==> src/rtl/vga_timing_gen_if.sv <==
// Raster-timing bundle between the VGA timing generator and the pixel path.
// master: the timing generator (drives counters, strobes and connector pins).
// slave:  the address-generator/ROM side (supplies pixel colour).
interface vga_timing_gen_if;
  logic [11:0] pixel_in;     // {R,G,B} from the image ROM
  logic        pclk_en;      // pixel-tick strobe
  logic [9:0]  h_cnt;        // current pixel column
  logic [9:0]  v_cnt;        // current line
  logic        valid;        // undelayed active-video flag
  logic        line_start;   // one-clk pulse at h_cnt wrap
  logic        frame_start;  // one-clk pulse at (0,0)
  logic        hsync;        // delayed, active-low
  logic        vsync;        // delayed, active-low
  logic [3:0]  vga_r;
  logic [3:0]  vga_g;
  logic [3:0]  vga_b;

  modport master (
    input  pixel_in,
    output pclk_en, h_cnt, v_cnt, valid, line_start, frame_start,
    output hsync, vsync, vga_r, vga_g, vga_b
  );

  modport slave (
    output pixel_in,
    input  pclk_en, h_cnt, v_cnt, valid, line_start, frame_start,
    input  hsync, vsync, vga_r, vga_g, vga_b
  );
endinterface

==> src/rtl/vga_timing_gen.sv <==
// VGA raster timing generator.
// Divides the system clock down to a pixel tick, runs the horizontal and
// vertical counters that feed the pixel-address generators, decodes sync and
// active video, and delays those decodes by PIPE_DLY ticks so they line up
// with colour coming back from the image ROM. The final colour register is
// blanked whenever the delayed active-video flag is low.
module vga_timing_gen #(
  parameter int unsigned CLK_DIV  = 4,
  parameter int unsigned H_DISP   = 640,
  parameter int unsigned H_FP     = 16,
  parameter int unsigned H_SYNC   = 96,
  parameter int unsigned H_BP     = 48,
  parameter int unsigned V_DISP   = 480,
  parameter int unsigned V_FP     = 10,
  parameter int unsigned V_SYNC   = 2,
  parameter int unsigned V_BP     = 33,
  parameter int unsigned PIPE_DLY = 2   // legal range 1..4
) (
  input  logic             clk,
  input  logic             rst,
  vga_timing_gen_if.master bus
);

  localparam int unsigned H_TOTAL = H_DISP + H_FP + H_SYNC + H_BP;
  localparam int unsigned V_TOTAL = V_DISP + V_FP + V_SYNC + V_BP;
  localparam int unsigned DivW    = (CLK_DIV > 1) ? $clog2(CLK_DIV) : 1;

  localparam logic [DivW-1:0] DivMax = DivW'(CLK_DIV - 1);
  localparam logic [9:0] HMax     = 10'(H_TOTAL - 1);
  localparam logic [9:0] VMax     = 10'(V_TOTAL - 1);
  localparam logic [9:0] HDisp    = 10'(H_DISP);
  localparam logic [9:0] VDisp    = 10'(V_DISP);
  localparam logic [9:0] HsFirst  = 10'(H_DISP + H_FP);
  localparam logic [9:0] HsLast   = 10'(H_DISP + H_FP + H_SYNC - 1);
  localparam logic [9:0] VsFirst  = 10'(V_DISP + V_FP);
  localparam logic [9:0] VsLast   = 10'(V_DISP + V_FP + V_SYNC - 1);

  // One delay-line entry: active-low syncs plus the active-video flag.
  typedef struct packed {
    logic hs;
    logic vs;
    logic act;
  } tap_t;

  localparam tap_t TapIdle = '{hs: 1'b1, vs: 1'b1, act: 1'b0};

  logic [DivW-1:0] div_q, div_d;
  logic [9:0]      h_q, h_d;
  logic [9:0]      v_q, v_d;
  logic            run_q, run_d;
  logic [11:0]     rgb_q, rgb_d;
  logic            tick;
  tap_t            raw;
  tap_t            stage_q [PIPE_DLY];
  // taps[0] is the undelayed decode, taps[k] the output of delay stage k.
  tap_t            taps    [PIPE_DLY+1];

  // Pixel tick on the last clock of each divider period.
  always_comb begin
    tick = (div_q == DivMax);
  end

  // Next-state for divider, raster counters and the started flag.
  always_comb begin
    div_d = tick ? '0 : div_q + DivW'(1);
    h_d   = h_q;
    v_d   = v_q;
    run_d = run_q;
    if (tick) begin
      // run_q masks the start pulses for the reset-forced (0,0).
      run_d = 1'b1;
      if (h_q == HMax) begin
        h_d = '0;
        v_d = (v_q == VMax) ? '0 : v_q + 10'd1;
      end else begin
        h_d = h_q + 10'd1;
      end
    end
  end

  // Sync and active-video decode, same cycle as the counters.
  always_comb begin
    raw.act = (h_q < HDisp) && (v_q < VDisp);
    raw.hs  = !((h_q >= HsFirst) && (h_q <= HsLast));
    raw.vs  = !((v_q >= VsFirst) && (v_q <= VsLast));
  end

  // Flatten undelayed decode and delay stages into one indexable chain.
  always_comb begin
    taps[0] = raw;
    for (int i = 1; i <= PIPE_DLY; i++) begin
      taps[i] = stage_q[i-1];
    end
  end

  // Colour loads together with the last delay stage, gated by the valid bit
  // that is about to enter that stage so colour and syncs stay aligned.
  always_comb begin
    rgb_d = rgb_q;
    if (tick) begin
      rgb_d = taps[PIPE_DLY-1].act ? bus.pixel_in : 12'h000;
    end
  end

  // Divider, counters and started flag.
  always_ff @(posedge clk) begin
    if (rst) begin
      div_q <= '0;
      h_q   <= '0;
      v_q   <= '0;
      run_q <= 1'b0;
    end else begin
      div_q <= div_d;
      h_q   <= h_d;
      v_q   <= v_d;
      run_q <= run_d;
    end
  end

  // Sync/valid delay line, shifting once per pixel tick.
  always_ff @(posedge clk) begin
    if (rst) begin
      for (int i = 0; i < PIPE_DLY; i++) begin
        stage_q[i] <= TapIdle;
      end
    end else if (tick) begin
      for (int i = 0; i < PIPE_DLY; i++) begin
        stage_q[i] <= taps[i];
      end
    end
  end

  // Gated colour register driving the connector.
  always_ff @(posedge clk) begin
    if (rst) begin
      rgb_q <= '0;
    end else begin
      rgb_q <= rgb_d;
    end
  end

  // Counter-side and connector-side outputs.
  always_comb begin
    bus.pclk_en     = tick;
    bus.h_cnt       = h_q;
    bus.v_cnt       = v_q;
    bus.valid       = raw.act;
    bus.line_start  = run_q && (div_q == '0) && (h_q == '0);
    bus.frame_start = run_q && (div_q == '0) && (h_q == '0) && (v_q == '0);
    bus.hsync       = stage_q[PIPE_DLY-1].hs;
    bus.vsync       = stage_q[PIPE_DLY-1].vs;
    bus.vga_r       = rgb_q[11:8];
    bus.vga_g       = rgb_q[7:4];
    bus.vga_b       = rgb_q[3:0];
  end

endmodule

==> src/flat_wrapper.sv <==
// flat-port wrapper written by rule: the top's interface ports become plain ports
module vga_timing_gen_flat 
#(
  parameter int unsigned CLK_DIV  = 4,
  parameter int unsigned H_DISP   = 640,
  parameter int unsigned H_FP     = 16,
  parameter int unsigned H_SYNC   = 96,
  parameter int unsigned H_BP     = 48,
  parameter int unsigned V_DISP   = 480,
  parameter int unsigned V_FP     = 10,
  parameter int unsigned V_SYNC   = 2,
  parameter int unsigned V_BP     = 33,
  parameter int unsigned PIPE_DLY = 2                      
)
  (clk, rst, bus_pixel_in, bus_pclk_en, bus_h_cnt, bus_v_cnt, bus_valid, bus_line_start, bus_frame_start, bus_hsync, bus_vsync, bus_vga_r, bus_vga_g, bus_vga_b);
  vga_timing_gen_if bus_i ();
  input  logic clk;
  input  logic rst;
  input wire logic [$bits(bus_i.pixel_in)-1:0] bus_pixel_in;
  output wire logic [$bits(bus_i.pclk_en)-1:0] bus_pclk_en;
  output wire logic [$bits(bus_i.h_cnt)-1:0] bus_h_cnt;
  output wire logic [$bits(bus_i.v_cnt)-1:0] bus_v_cnt;
  output wire logic [$bits(bus_i.valid)-1:0] bus_valid;
  output wire logic [$bits(bus_i.line_start)-1:0] bus_line_start;
  output wire logic [$bits(bus_i.frame_start)-1:0] bus_frame_start;
  output wire logic [$bits(bus_i.hsync)-1:0] bus_hsync;
  output wire logic [$bits(bus_i.vsync)-1:0] bus_vsync;
  output wire logic [$bits(bus_i.vga_r)-1:0] bus_vga_r;
  output wire logic [$bits(bus_i.vga_g)-1:0] bus_vga_g;
  output wire logic [$bits(bus_i.vga_b)-1:0] bus_vga_b;
  assign bus_i.pixel_in = bus_pixel_in;
  assign bus_pclk_en = bus_i.pclk_en;
  assign bus_h_cnt = bus_i.h_cnt;
  assign bus_v_cnt = bus_i.v_cnt;
  assign bus_valid = bus_i.valid;
  assign bus_line_start = bus_i.line_start;
  assign bus_frame_start = bus_i.frame_start;
  assign bus_hsync = bus_i.hsync;
  assign bus_vsync = bus_i.vsync;
  assign bus_vga_r = bus_i.vga_r;
  assign bus_vga_g = bus_i.vga_g;
  assign bus_vga_b = bus_i.vga_b;
  vga_timing_gen #(.CLK_DIV(CLK_DIV), .H_DISP(H_DISP), .H_FP(H_FP), .H_SYNC(H_SYNC), .H_BP(H_BP), .V_DISP(V_DISP), .V_FP(V_FP), .V_SYNC(V_SYNC), .V_BP(V_BP), .PIPE_DLY(PIPE_DLY)) u_core (.clk(clk), .rst(rst), .bus(bus_i));
endmodule
==> config.mk <==
export PLATFORM = sky130hd
export DESIGN_NAME = vga_timing_gen_flat
export DESIGN_NICKNAME = d
export VERILOG_FILES = /design/src/rtl/vga_timing_gen_if.sv /design/src/rtl/vga_timing_gen.sv /design/src/flat_wrapper.sv
export SDC_FILE = /design/constraint.sdc
export NUM_CORES = 1
export LEC_CHECK = 0
export ABC_AREA = 1
export BUFFER_PORTS_ARGS = -buffer_cell sky130_fd_sc_hd__buf_2
export CAP_MARGIN = 20
export CORE_MARGIN = 3
export CORE_UTILIZATION = 45
export CTS_BUF_LIST = sky130_fd_sc_hd__clkbuf_2 sky130_fd_sc_hd__clkbuf_4 sky130_fd_sc_hd__clkbuf_8
export DETAILED_ROUTE_END_ITERATION = 10
export GPL_TIMING_DRIVEN = 0
export PLACE_DENSITY = 0.73
export SETUP_SLACK_MARGIN = 0.5
export SLEW_MARGIN = 20
export SYNTH_ARGS = -nofsm -noshare
export SYNTH_HDL_FRONTEND = slang
export SYNTH_SLANG_ARGS = --single-unit
export TNS_END_PERCENT = 30
==> constraint.sdc <==
create_clock -name clk -period 3.4 [get_ports clk]
set_input_delay 0.51 -clock clk [delete_from_list [all_inputs] [get_ports clk]]
set_output_delay 0.51 -clock clk [all_outputs]
set_load 0.02 [all_outputs]
==> impl_metrics.tcl <==
set metrics [dict create \
    ir_drop_v 0.000273 \
    synth_cell_types 24 \
    pre_cts_ws_ps 1520 \
    clock-root-buffer "clkbuf_8" \
    drc 0 \
    final_layout_size_suffix_gt1_share_pct 22.5 \
    hold_viol_final 0 \
    power_leakage_nw 1.09 \
    relSlewSlack_pct 71.3 \
    avgViaCountPerCell 5.06 \
    fin_crit_sh_pct 65.4 \
    row_count 23 \
    setup_violations 0 \
    cts_resized 0 \
    min_path_type "in2reg" \
    synth_compound_area_share_pct 7.85 \
    setup.worst_path.class "reg2out" \
    synth_xor_area_share_pct 0 \
    grt_pass1_vias 1727 \
    clkLatencyLatePin_ps 290 \
    wl_per_cell_um 11.9 \
    core_sq_um 4090 \
    clock_path_buffers 2 \
    syn_nets 295 \
    synthArstFlopShare_pct 0 \
    drtIter0Drc 145 \
    path_clk_slew_ps 80 \
    finalPower_mw 0.941 \
    die_h_um 72.0 \
    ff2ff_setup_slack_ps 1650 \
    syn_area_per_cell_sq_um 7.15 \
    ys_seq_area_share_pct 43.4 \
    yosysWarnings 0 \
    cts_max_level 2 \
    synth_enable_flop_cells 5 \
    num_vias 1938 \
    antenna_found_initial 0 \
    cts_sinks 40 \
    endpoint_kind "output pin" \
    grt_max_degree 13 \
    fin_area_sq_um 2390 \
    cp_data_required_time_ps 2890 \
    ctsHoldBuffers 0 \
    dieWidth_um 72.0 \
    drtPass1Iterations 4 \
    overflow 0 \
    gr-usage-all-layers_pct 18.7 \
    r2r_end "u_core.stage_q[0][2]" \
    synth_top_family_by_area "simple AND/OR/NAND/NOR gates" \
    r2r_start "u_core.div_q[0]" \
    synth_seq_cells 40 \
    drtAntennaViolNets 0 \
    place_area_sq_um 2280 \
    tightest_slew_ps 427 \
    tns_ps 0 \
    finalNetCount 353 \
    io-pin-count 52 \
    powerDensity_nw_per_um2 394 \
    port_buffers 51 \
    synth_simple_gate_area_share_pct 36.0 \
    start_util_pct 47.9 \
    maxCapViolCount 0 \
    skew_ps 2.92 \
    dp_hpwl_um 3450 \
    synth_adder_area_share_pct 4.47 \
    n_antenna_cell 0 \
    fill_cells 383 \
    grt_pass1_wl_um 7630 \
    dieArea_sq_um 5180 \
    routed_wl_um 4580 \
    cts_tree "done" \
    worstSetupStartpoint "u_core.bus.h_cnt[0]" \
    critPathMaxFanout 4 \
    arrival_ps 1710 \
    cp-start-kind "register" \
    ff2ff_path_depth 4 \
    rsz0062_at_grt "false" \
    fmax_mhz 450 \
    period_needed_ps 2220 \
    cts_buffers 5 \
    setup_slack_ps 1180 \
    crit_path_end "bus_frame_start" \
    cts_setup_buffers 0 \
    muxShareOfSynthArea_pct 0 \
    drv_slew 0 \
    area_growth_pct 21.9 \
    synth-main-ff-cell "dfxtp_1" \
    outcome "finished clean" \
    gp_congestion 0.914 \
    synth_cells 274 \
    mappedNetlistArea_sq_um 1960 \
]
## layout make-up
| class | count | area, sq um | share of cell area, % |
|---|---|---|---|
| inverter | 33 | 124 | 5.19 |
| sequential | 40 | 851 | 35.6 |
| buffer | 7 | 37.5 | 1.57 |
| clock inverter | 2 | 35.0 | 1.47 |
| timing repair buffer | 51 | 255 | 10.7 |
| tap | 50 | 62.6 | 2.62 |
| clock buffer | 6 | 76.3 | 3.20 |
| multi-input combinational | 194 | 947 | 39.7 |
## flip-flops by register name, indices dropped and copies added (netlist names)
name and count:
u_core.rgb_q 12, u_core.bus.h_cnt 10, u_core.bus.v_cnt 10, u_core.stage_q 5, u_core.div_q 2, u_core.run_q 1
## critical path, stage by stage, from the launching register on
cell and delay (ps):
dfxtp_1 340, inv_1 100, ha_1 150, nand3_1 100, nor4_1 400, nor2b_1 170, buf_2 160
## cell usage after synthesis, drive strengths merged (2+ instances only)
master | number | share of area (%)
nand2 | 68 | 13
nor2 | 37 | 7.6
dfxtp | 35 | 36
inv | 33 | 6.3
nand3 | 33 | 8.7
o21ai | 19 | 4.9
a21oi | 10 | 2.6
nand4 | 8 | 2.6
ha | 7 | 4.5
edfxtp | 5 | 7.7
nor3 | 5 | 1.9
buf | 4 | 1.3
clkbuf | 3 | 0.57
nor4 | 3 | 0.96
or2 | 2 | 0.64
## stage by stage
step / util [%] / std cells / hold slack, ps
after detailed placement: 55.7 / 375 / 440
after floorplan: - / 274 / 417
after global placement: 55.7 / 375 / 431
after global routing: 58.5 / 383 / 446
after CTS: 58.5 / 383 / 434
final: 58.5 / 383 / 443
## layout by cell type (no fill, tap or decap)
cell type and n:
a21oi_1 10, buf_2 54, buf_6 1, bufinv_16 1, clkbuf_1 3, clkbuf_4 1
clkbuf_8 5, clkinv_2 1, dfxtp_1 35, edfxtp_1 5, ha_1 7, inv_1 30
inv_2 3, nand2_1 65, nand2_2 3, nand3_1 32, nand3_2 1, nand4_1 8
nor2_1 35, nor2_2 1, nor2_4 1, nor2b_1 1, nor3_1 4, nor3_4 1
nor4_1 3, o2111ai_1 1, o21ai_0 19, or2_2 2
## layer usage
metal | GRT usage (%) | share of wire [%]
met1 | 24.4 | 47
met2 | 29.8 | 44
met3 | 3.88 | 7.5
met4 | 8.35 | 1.3
met5 | 0 | 0
## worst min path at each step
| stage | startpoint | end | slack (ps) | depth (start not counted) |
|---|---|---|---|---|
| after CTS | rst | u_core.bus.h_cnt[7] | 430 | 2 |
| after floorplan | u_core.div_q[0] | u_core.div_q[0] | 420 | 1 |
| after global routing | rst | u_core.bus.v_cnt[4] | 450 | 2 |
| after detailed placement | u_core.div_q[0] | u_core.div_q[0] | 440 | 1 |
| final | rst | u_core.bus.h_cnt[7] | 440 | 2 |
| after global placement | u_core.div_q[0] | u_core.div_q[0] | 430 | 1 |
## where the power goes
| group | total [mW] | switching [mW] | internal (mW) |
|---|---|---|---|
| clock | 0.390 | 0.164 | 0.226 |
| combinational | 0.0612 | 0.0407 | 0.0205 |
| sequential | 0.490 | 0.00489 | 0.486 |
## cell families (layout without fill, tap and decap cells)
kind of cell,count (synthesis),after routing
flops,40,40
simple gates,157,157
buf+inv,40,99
fa+ha+maj,7,7
compound gates,30,30
Note: power is estimated with default switching activity, not from simulation.
